File: config.mk
export PLATFORM = sky130hd
export DESIGN_NAME = tristate_bus_arbiter_flat
export DESIGN_NICKNAME = d
export VERILOG_FILES = /design/src/rtl/tristate_bus_arbiter_pkg.sv /design/src/rtl/tristate_bus_arbiter_if.sv /design/src/rtl/tristate_bus_arbiter_rr_picker.sv /design/src/rtl/tristate_bus_arbiter.sv /design/src/flat_wrapper.sv
export SDC_FILE = /design/constraint.sdc
export NUM_CORES = 1
export LEC_CHECK = 0
export CAP_MARGIN = 20
export CORE_UTILIZATION = 49
export DETAILED_ROUTE_END_ITERATION = 12
export PLACE_DENSITY = 0.81
export SYNTH_ARGS = -nofsm -noshare
export SYNTH_HDL_FRONTEND = slang
export SYNTH_SLANG_ARGS = --single-unit
File: constraint.sdc
create_clock -name clk -period 2.4 [get_ports clk]
set_input_delay 0.48 -clock clk [delete_from_list [all_inputs] [get_ports clk]]
set_output_delay 0.48 -clock clk [all_outputs]
set_load 0.03 [all_outputs]
File: src/rtl/tristate_bus_arbiter_pkg.sv
// ---------------------------------------------------------------------------
// tristate_bus_pkg
// Shared definitions for the tristate bus arbiter slice.
//   - arbState_t : FSM state encoding (ST_IDLE / ST_GRANT / ST_TURN)
//   - idWidth()  : index width for a given requester count (minimum 1 bit)
//   - OWNER_W_DEFAULT : owner_id width for the default 4-requester build
// ---------------------------------------------------------------------------
package tristate_bus_pkg;

    typedef enum logic [1:0] {
        ST_IDLE  = 2'd0,
        ST_GRANT = 2'd1,
        ST_TURN  = 2'd2
    } arbState_t;

    // Width needed to index n items; a single item still needs one bit.
    function automatic int idWidth(input int n);
        return (n > 1) ? $clog2(n) : 1;
    endfunction

    localparam int OWNER_W_DEFAULT = 2;

endpackage

File: src/rtl/tristate_bus_arbiter_if.sv
// ---------------------------------------------------------------------------
// tristate_bus_arbiter_if
// Bundles the request/grant/enable signals of the shared tristate bus.
//   req      : level request per requester (requester -> arbiter)
//   lock     : tenure lock, only present when ARB_LOCK_EN is defined
//   gnt      : one-hot grant (arbiter -> requesters)
//   oe_n     : active-low tristate buffer enables, equal to ~gnt
//   owner_id : index of current/last owner, drives the datapath select mux
//   bus_busy : high while any grant is active
// Modports: master = arbiter side, slave = requester/datapath side.
// ---------------------------------------------------------------------------
interface tristate_bus_arbiter_if
    import tristate_bus_pkg::*;
#(
    parameter int N_REQ = 4
) ();

    localparam int ID_W = idWidth(N_REQ);

    logic [N_REQ-1:0] req;
    logic [N_REQ-1:0] gnt;
    logic [N_REQ-1:0] oe_n;
    logic [ID_W-1:0]  owner_id;
    logic             bus_busy;
`ifdef ARB_LOCK_EN
    logic             lock;
`endif

    modport master (
        input  req,
`ifdef ARB_LOCK_EN
        input  lock,
`endif
        output gnt,
        output oe_n,
        output owner_id,
        output bus_busy
    );

    modport slave (
        output req,
`ifdef ARB_LOCK_EN
        output lock,
`endif
        input  gnt,
        input  oe_n,
        input  owner_id,
        input  bus_busy
    );

endinterface

File: src/rtl/tristate_bus_arbiter_rr_picker.sv
// ---------------------------------------------------------------------------
// rr_picker
// Combinational rotate-priority encoder. Finds the first set bit of i_req
// searching i_ptr, i_ptr+1 ... N_REQ-1, 0 ... i_ptr-1.
//   i_req   : request vector
//   i_ptr   : starting search position
//   o_found : any request set
//   o_idx   : index of the winning request (0 when none)
// ---------------------------------------------------------------------------
module rr_picker
    import tristate_bus_pkg::*;
#(
    parameter int N_REQ = 4,
    parameter int ID_W  = OWNER_W_DEFAULT
) (
    input  logic [N_REQ-1:0] i_req,
    input  logic [ID_W-1:0]  i_ptr,
    output logic             o_found,
    output logic [ID_W-1:0]  o_idx
);

    logic [ID_W-1:0] w_cand;

    // Walk the positions in rotated order and latch onto the first hit.
    always_comb begin
        o_found = 1'b0;
        o_idx   = '0;
        w_cand  = '0;
        for (int i = 0; i < N_REQ; i++) begin
            w_cand = ID_W'((int'(i_ptr) + i) % N_REQ);
            if (!o_found && i_req[w_cand]) begin
                o_found = 1'b1;
                o_idx   = w_cand;
            end
        end
    end

endmodule

File: src/rtl/tristate_bus_arbiter.sv
// ---------------------------------------------------------------------------
// tristate_bus_arbiter
// Round-robin sequencer for a single-wire tristate bus. Owns every buffer
// enable, guarantees at most one driver, inserts TURN_CYC all-off cycles
// between owners and limits each tenure to HOLD_MAX cycles when others wait.
//   clk   : system clock, rising edge
//   rst_n : synchronous active-low reset
//   bus   : tristate_bus_arbiter_if.master (req/lock in, gnt/oe_n/owner_id/
//           bus_busy out, all outputs registered)
// Optional feature macro: ARB_LOCK_EN adds bus.lock, which suppresses
// hold-limit preemption while high during a grant.
// ---------------------------------------------------------------------------
module tristate_bus_arbiter
    import tristate_bus_pkg::*;
#(
    parameter int N_REQ    = 4,
    parameter int HOLD_MAX = 8,
    parameter int TURN_CYC = 1
) (
    input  logic                   clk,
    input  logic                   rst_n,
    tristate_bus_arbiter_if.master bus
);

    localparam int ID_W  = idWidth(N_REQ);
    localparam int CNT_W = $clog2(HOLD_MAX + 1);
    localparam int TRN_W = idWidth(TURN_CYC);

    arbState_t        r_state, w_nextState;
    logic [ID_W-1:0]  r_ptr, w_nextPtr;
    logic [ID_W-1:0]  r_owner, w_nextOwner;
    logic [CNT_W-1:0] r_holdCnt, w_nextHoldCnt;
    logic [TRN_W-1:0] r_turnCnt, w_nextTurnCnt;
    logic [N_REQ-1:0] r_gnt, w_nextGnt, r_oeN;
    logic             r_busy;

    logic             w_pickFound;
    logic [ID_W-1:0]  w_pickIdx;
    logic [ID_W-1:0]  w_ptrInc;
    logic             w_lock, w_release, w_others, w_holdHit, w_turnLast;

    rr_picker #(
        .N_REQ (N_REQ),
        .ID_W  (ID_W)
    ) uPicker (
        .i_req   (bus.req),
        .i_ptr   (r_ptr),
        .o_found (w_pickFound),
        .o_idx   (w_pickIdx)
    );

`ifdef ARB_LOCK_EN
    assign w_lock = bus.lock;
`else
    assign w_lock = 1'b0;
`endif

    assign w_release  = ~bus.req[r_owner];
    assign w_others   = |(bus.req & ~r_gnt);
    assign w_holdHit  = (r_holdCnt == CNT_W'(HOLD_MAX));
    assign w_turnLast = (r_turnCnt == TRN_W'(TURN_CYC - 1));
    assign w_ptrInc   = (r_owner == ID_W'(N_REQ - 1)) ? '0 : r_owner + 1'b1;

    // State and output registers; enables are loaded with the inverse of the
    // next grant so oe_n comes straight from flops and can never disagree.
    always_ff @(posedge clk) begin
        if (!rst_n) begin
            r_state   <= ST_IDLE;
            r_ptr     <= '0;
            r_owner   <= '0;
            r_holdCnt <= '0;
            r_turnCnt <= '0;
            r_gnt     <= '0;
            r_oeN     <= '1;
            r_busy    <= 1'b0;
        end else begin
            r_state   <= w_nextState;
            r_ptr     <= w_nextPtr;
            r_owner   <= w_nextOwner;
            r_holdCnt <= w_nextHoldCnt;
            r_turnCnt <= w_nextTurnCnt;
            r_gnt     <= w_nextGnt;
            r_oeN     <= ~w_nextGnt;
            r_busy    <= |w_nextGnt;
        end
    end

    // Next-state and counter logic. Release wins over hold expiry simply
    // because both lead to the same TURN transition.
    always_comb begin
        w_nextState   = r_state;
        w_nextPtr     = r_ptr;
        w_nextHoldCnt = r_holdCnt;
        w_nextTurnCnt = r_turnCnt;
        case (r_state)
            ST_IDLE: begin
                if (w_pickFound) begin
                    w_nextState   = ST_GRANT;
                    w_nextHoldCnt = CNT_W'(1);
                end
            end
            ST_GRANT: begin
                if (w_release || (w_holdHit && w_others && !w_lock)) begin
                    w_nextState   = ST_TURN;
                    w_nextPtr     = w_ptrInc;
                    w_nextHoldCnt = '0;
                    w_nextTurnCnt = '0;
                end else if (w_holdHit) begin
                    // Alone on the bus: start a fresh window; locked: saturate.
                    w_nextHoldCnt = w_lock ? r_holdCnt : CNT_W'(1);
                end else begin
                    w_nextHoldCnt = r_holdCnt + 1'b1;
                end
            end
            ST_TURN: begin
                if (w_turnLast) begin
                    w_nextTurnCnt = '0;
                    if (w_pickFound) begin
                        w_nextState   = ST_GRANT;
                        w_nextHoldCnt = CNT_W'(1);
                    end else begin
                        w_nextState = ST_IDLE;
                    end
                end else begin
                    w_nextTurnCnt = r_turnCnt + 1'b1;
                end
            end
            default: begin
                w_nextState = ST_IDLE;
            end
        endcase
    end

    // Grant/owner decode: a new tenure takes the picker result, an ongoing
    // one keeps its grant, and any other state drives nothing while owner_id
    // keeps pointing at the last owner for the datapath mux.
    always_comb begin
        w_nextGnt   = '0;
        w_nextOwner = r_owner;
        if (w_nextState == ST_GRANT) begin
            if (r_state == ST_GRANT) begin
                w_nextGnt = r_gnt;
            end else begin
                w_nextGnt[w_pickIdx] = 1'b1;
                w_nextOwner          = w_pickIdx;
            end
        end
    end

    assign bus.gnt      = r_gnt;
    assign bus.oe_n     = r_oeN;
    assign bus.owner_id = r_owner;
    assign bus.bus_busy = r_busy;

endmodule
File: src/flat_wrapper.sv
// flat-port wrapper written by rule: the top's interface ports become plain ports
module tristate_bus_arbiter_flat import tristate_bus_pkg::*;
#(
    parameter int N_REQ    = 4,
    parameter int HOLD_MAX = 8,
    parameter int TURN_CYC = 1
)
  (clk, rst_n, bus_req, bus_gnt, bus_oe_n, bus_owner_id, bus_bus_busy);
  tristate_bus_arbiter_if #(.N_REQ(N_REQ)) bus_i ();
  input  logic clk;
  input  logic rst_n;
  input wire logic [$bits(bus_i.req)-1:0] bus_req;
  output wire logic [$bits(bus_i.gnt)-1:0] bus_gnt;
  output wire logic [$bits(bus_i.oe_n)-1:0] bus_oe_n;
  output wire logic [$bits(bus_i.owner_id)-1:0] bus_owner_id;
  output wire logic [$bits(bus_i.bus_busy)-1:0] bus_bus_busy;
  assign bus_i.req = bus_req;
  assign bus_gnt = bus_i.gnt;
  assign bus_oe_n = bus_i.oe_n;
  assign bus_owner_id = bus_i.owner_id;
  assign bus_bus_busy = bus_i.bus_busy;
  tristate_bus_arbiter #(.N_REQ(N_REQ), .HOLD_MAX(HOLD_MAX), .TURN_CYC(TURN_CYC)) u_core (.clk(clk), .rst_n(rst_n), .bus(bus_i));
endmodule
==> out/qor.tcl <==
set qor(antenna_cells_inserted) 0
set qor(worst_r2r_startpoint) {u_core.bus.owner_id[0]}
set qor(drt-pass1-iter-count) 4
set qor(holdPathStages) 1
set qor(die_h_um) 44.9
set qor(final_hold_viol_count) 0
set qor(cts.repair.resized) 0
set qor(remaining_drc_errors) 0
set qor(clkTransAtPathRegs_ns) 0.11
set qor(routabilityCongestion) 0.857
set qor(peak_supply_drop_mv) 0.346
set qor(wirelength_um) 2150
set qor(fin_setup_tns_ns) 0
set qor(slew_viol_final) 0
set qor(hpwl_um) 1550
set qor(route.detailed.wl_per_inst_um) 14.3
set qor(sort_of_element_at_the_end_of_the_critical_path) {flip-flop}
set qor(syn_avg_cell_area_um2) 8.84
set qor(critical_path.max_fanout) 6
set qor(power.static_leakage_uw) 0.000436
set qor(syn_nets) 111
set qor(grt_pass1_vias) 761
set qor(maximum_level_of_the_cts_h_tree) 1
set qor(routed-via-count) 876
set qor(period_share_pct) 87.7
set qor(syn-instance-count) 102
set qor(worst-endpoint-arrival_ns) 2.32
set qor(hold_start) {u_core.r_holdCnt[2]}
set qor(io_pins) 17
set qor(core_area_um2) 1730
set qor(areaGrowthSynthToFinish_pct) 28.4
set qor(seq_area_frac_synth_pct) 42.2
set qor(worst_hold_path_type) {reg2reg}
set qor(worstSkewPairLatency_ns) 0.30
set qor(cap_viol_max_count) 0
set qor(multi_input_gate_area_um2) 488
set qor(max_slew_margin_pct) 64.2
set qor(drive_above_1_share_pct) 11.1
set qor(synthesis.yosys.warnings) 0
set qor(placement.cell_area_um2) 1130
set qor(setup.reg_to_reg.worst_slack_ns) 0.56
set qor(critPathRequiredTime_ns) 2.61
set qor(grt_overflow_total) 0
set qor(antenna_left) 0
set qor(cts_sinks) 19
set qor(yosys_register_bits) 19
set qor(floorplan.initialDensity_pct) 52.2
set qor(finalWorstPathRequiredPeriod_ns) 2.11
set qor(critPathLaunchType) {input pin}
set qor(tritoncts_clock_tree) {built}
set qor(criticalPathCategory) {in2reg}
set qor(grt_antenna_before_repair) 0
set qor(fmax_ghz) 0.475
set qor(count_of_cell_types_in_the_netlist) 34
set qor(dieWidth_um) 44.9
set qor(clk_path_buf_depth) 2
set qor(outcome) {finished clean}
set qor(worst_min_delay_path_endpoint) {u_core.r_holdCnt[2]}
set qor(postCtsSetupBuffers) 0
set qor(finish.instance_area_um2) 1160
set qor(rows) 15
set qor(detail_route.vias_per_cell) 5.80
set qor(globalRouteTotalUtil_pct) 23.2
set qor(worstRegToRegCells) 4
set qor(postCtsHoldBufs) 0
set qor(grt_start_max_net_pins) 12
set qor(tritoncts.num_buffers) 3
set qor(filler_cell_count) 146
set qor(setup_repair_after_global_routing_missed_its_margin) {false}
set qor(drt_iter0_markers) 52
set qor(worst_slew_pin_slew_ns) 0.535
set qor(clock_tree.root_cell) {sky130_fd_sc_hd__clkbuf_4}
set qor(power_per_cell_area_nw_per_um2) 666
set qor(grt_first_pass_wirelength_um) 3410
set qor(seq_area_um2) 380
set qor(post_synth_instance_area_um2) 902
set qor(worstReg2RegEnd) {u_core.r_ptr[0]}
set qor(nNetsFinal) 136
set qor(finClkSkew_ns) 0.00275
set qor(final_report_setup_violation_count) 0
set qor(floorplan.die_area_um2) 2020
set qor(placement.io_buffers) 16
-- Yosys cell counts --
cell type	n	area share [%]
sky130_fd_sc_hd__dfxtp_1	19	42
sky130_fd_sc_hd__a21oi_1	12	6.7
sky130_fd_sc_hd__nand2_1	7	2.9
sky130_fd_sc_hd__inv_1	6	2.5
sky130_fd_sc_hd__nor2_1	6	2.5
sky130_fd_sc_hd__o21ai_0	5	2.8
sky130_fd_sc_hd__a21o_1	4	3.3
sky130_fd_sc_hd__nand2b_1	4	2.8
sky130_fd_sc_hd__nand3_1	4	2.2
sky130_fd_sc_hd__nor2b_1	4	2.8
sky130_fd_sc_hd__ha_1	3	4.2
sky130_fd_sc_hd__clkbuf_1	2	0.83
sky130_fd_sc_hd__nand3b_1	2	1.7
sky130_fd_sc_hd__nand4_1	2	1.4
sky130_fd_sc_hd__o32ai_1	2	1.9
sky130_fd_sc_hd__or3_1	2	1.4
sky130_fd_sc_hd__a211o_1	1	0.97
sky130_fd_sc_hd__a21boi_0	1	0.83
sky130_fd_sc_hd__a221oi_1	1	0.97
sky130_fd_sc_hd__a31oi_1	1	0.69
sky130_fd_sc_hd__a31oi_2	1	1.4
sky130_fd_sc_hd__and2_1	1	0.69
sky130_fd_sc_hd__clkinv_1	1	0.42
sky130_fd_sc_hd__mux4_2	1	2.5
sky130_fd_sc_hd__nor3_1	1	0.55
sky130_fd_sc_hd__nor4_1	1	0.69
sky130_fd_sc_hd__o2111a_1	1	1.2
sky130_fd_sc_hd__o21a_4	1	1.7
sky130_fd_sc_hd__o221ai_1	1	0.97
sky130_fd_sc_hd__o31ai_1	1	0.83
sky130_fd_sc_hd__o32a_1	1	1.1
sky130_fd_sc_hd__or2_2	1	0.69
sky130_fd_sc_hd__or4_1	1	0.83
sky130_fd_sc_hd__xor2_1	1	0.97
-- sequential cells by signal, indices dropped and copies added, names as in the netlist --
name,flops
u_core.bus.gnt,4
u_core.r_ptr,2
u_core.r_holdCnt,4
u_core.bus.oe_n,4
u_core.bus.bus_busy,1
u_core.bus.owner_id,2
u_core.r_state,2
-- cells in the final DEF (no fill, tap or decap), types with 2 or more instances in the layout --
master and n:
sky130_fd_sc_hd__o21ai_0 5, sky130_fd_sc_hd__clkbuf_4 3, sky130_fd_sc_hd__a21o_1 4, sky130_fd_sc_hd__o32ai_1 2, sky130_fd_sc_hd__inv_1 6, sky130_fd_sc_hd__or3_1 2
sky130_fd_sc_hd__nand2_1 7, sky130_fd_sc_hd__ha_1 3, sky130_fd_sc_hd__nand3b_1 2, sky130_fd_sc_hd__nand3_1 4, sky130_fd_sc_hd__nand2b_1 4, sky130_fd_sc_hd__buf_4 6
sky130_fd_sc_hd__dfxtp_1 19, sky130_fd_sc_hd__nor2b_1 4, sky130_fd_sc_hd__nor2_1 6, sky130_fd_sc_hd__clkdlybuf4s50_1 16, sky130_fd_sc_hd__a21oi_1 12, sky130_fd_sc_hd__nand4_1 2
-- layer usage --
layer / vias to the layer above / GRT usage, % / share of wire, %
met5: - / 0 / 0
met4: 0 / 9.70 / 1.8
met3: 6 / 4.80 / 7.3
met2: 41 / 34.7 / 46
met1: 409 / 32.5 / 45
li1: 420 / - / -
-- power breakdown --
part           leakage (uW)  switching [uW]  internal [uW]  total [uW]
Combinational      0.000263             136            103         239
Clock             0.0000177             103           62.2         165
Sequential         0.000155            23.8            344         368
-- through the flow --
step | total power, uW | hold WS [ns] | util [%] | instances | setup WS [ns]
CTS | 775 | 0.515 | 67.1 | 151 | 0.353
global placement | 603 | 0.473 | 65.5 | 147 | 0.107
detailed placement | 608 | 0.500 | 65.5 | 147 | 0.0451
finish | 772 | 0.512 | 67.1 | 151 | 0.294
floorplan | 517 | 0.455 | - | 102 | 0.472
global route | 811 | 0.540 | 67.1 | 151 | 0.275
-- critical path, cell delays in order --
cell and delay (ns):
sky130_fd_sc_hd__clkdlybuf4s50_1 0.50, sky130_fd_sc_hd__nor2b_1 0.20, sky130_fd_sc_hd__o21ai_0 0.23, sky130_fd_sc_hd__o221ai_1 0.26, sky130_fd_sc_hd__or3_1 0.46, sky130_fd_sc_hd__a21o_1 0.19
-- cell type report --
cell class | count | share of cell area, %
Tap cell | 25 | 2.70
Timing Repair Buffer | 22 | 17.7
Clock inverter | 1 | 0.432
Inverter | 7 | 2.27
Sequential cell | 19 | 32.8
Clock buffer | 3 | 1.94
Multi-Input combinational cell | 74 | 42.1
-- cell families (layout without fill, tap and decap cells) --
kind of cell | count (synthesis) | after routing | share of synthesized area [%]
AOI/OAI and AO/OA | 33 | 33 | 25.4
xor gates and xnor gates | 1 | 1 | 0.971
adders and majority gates | 3 | 3 | 4.16
buffers and inverters | 9 | 33 | 3.74
DFF | 19 | 19 | 42.2
muxes | 1 | 1 | 2.50
and+or+nand+nor | 36 | 36 | 21.1
-- worst max-delay path by stage --
| stage | slack (ns) | endpoint | startpoint |
|---|---|---|---|
| after floorplan | 0.47 | u_core.r_ptr[0] | u_core.bus.owner_id[0] |
| after CTS | 0.35 | u_core.r_ptr[0] | bus_req[0] |
| after global placement | 0.11 | u_core.r_ptr[0] | bus_req[0] |
| after detailed placement | 0.05 | u_core.r_ptr[0] | bus_req[0] |
| final | 0.29 | u_core.bus.oe_n[3] | bus_req[0] |
| after global routing | 0.27 | u_core.bus.oe_n[3] | bus_req[2] |
(Power assumes the default switching activity.)
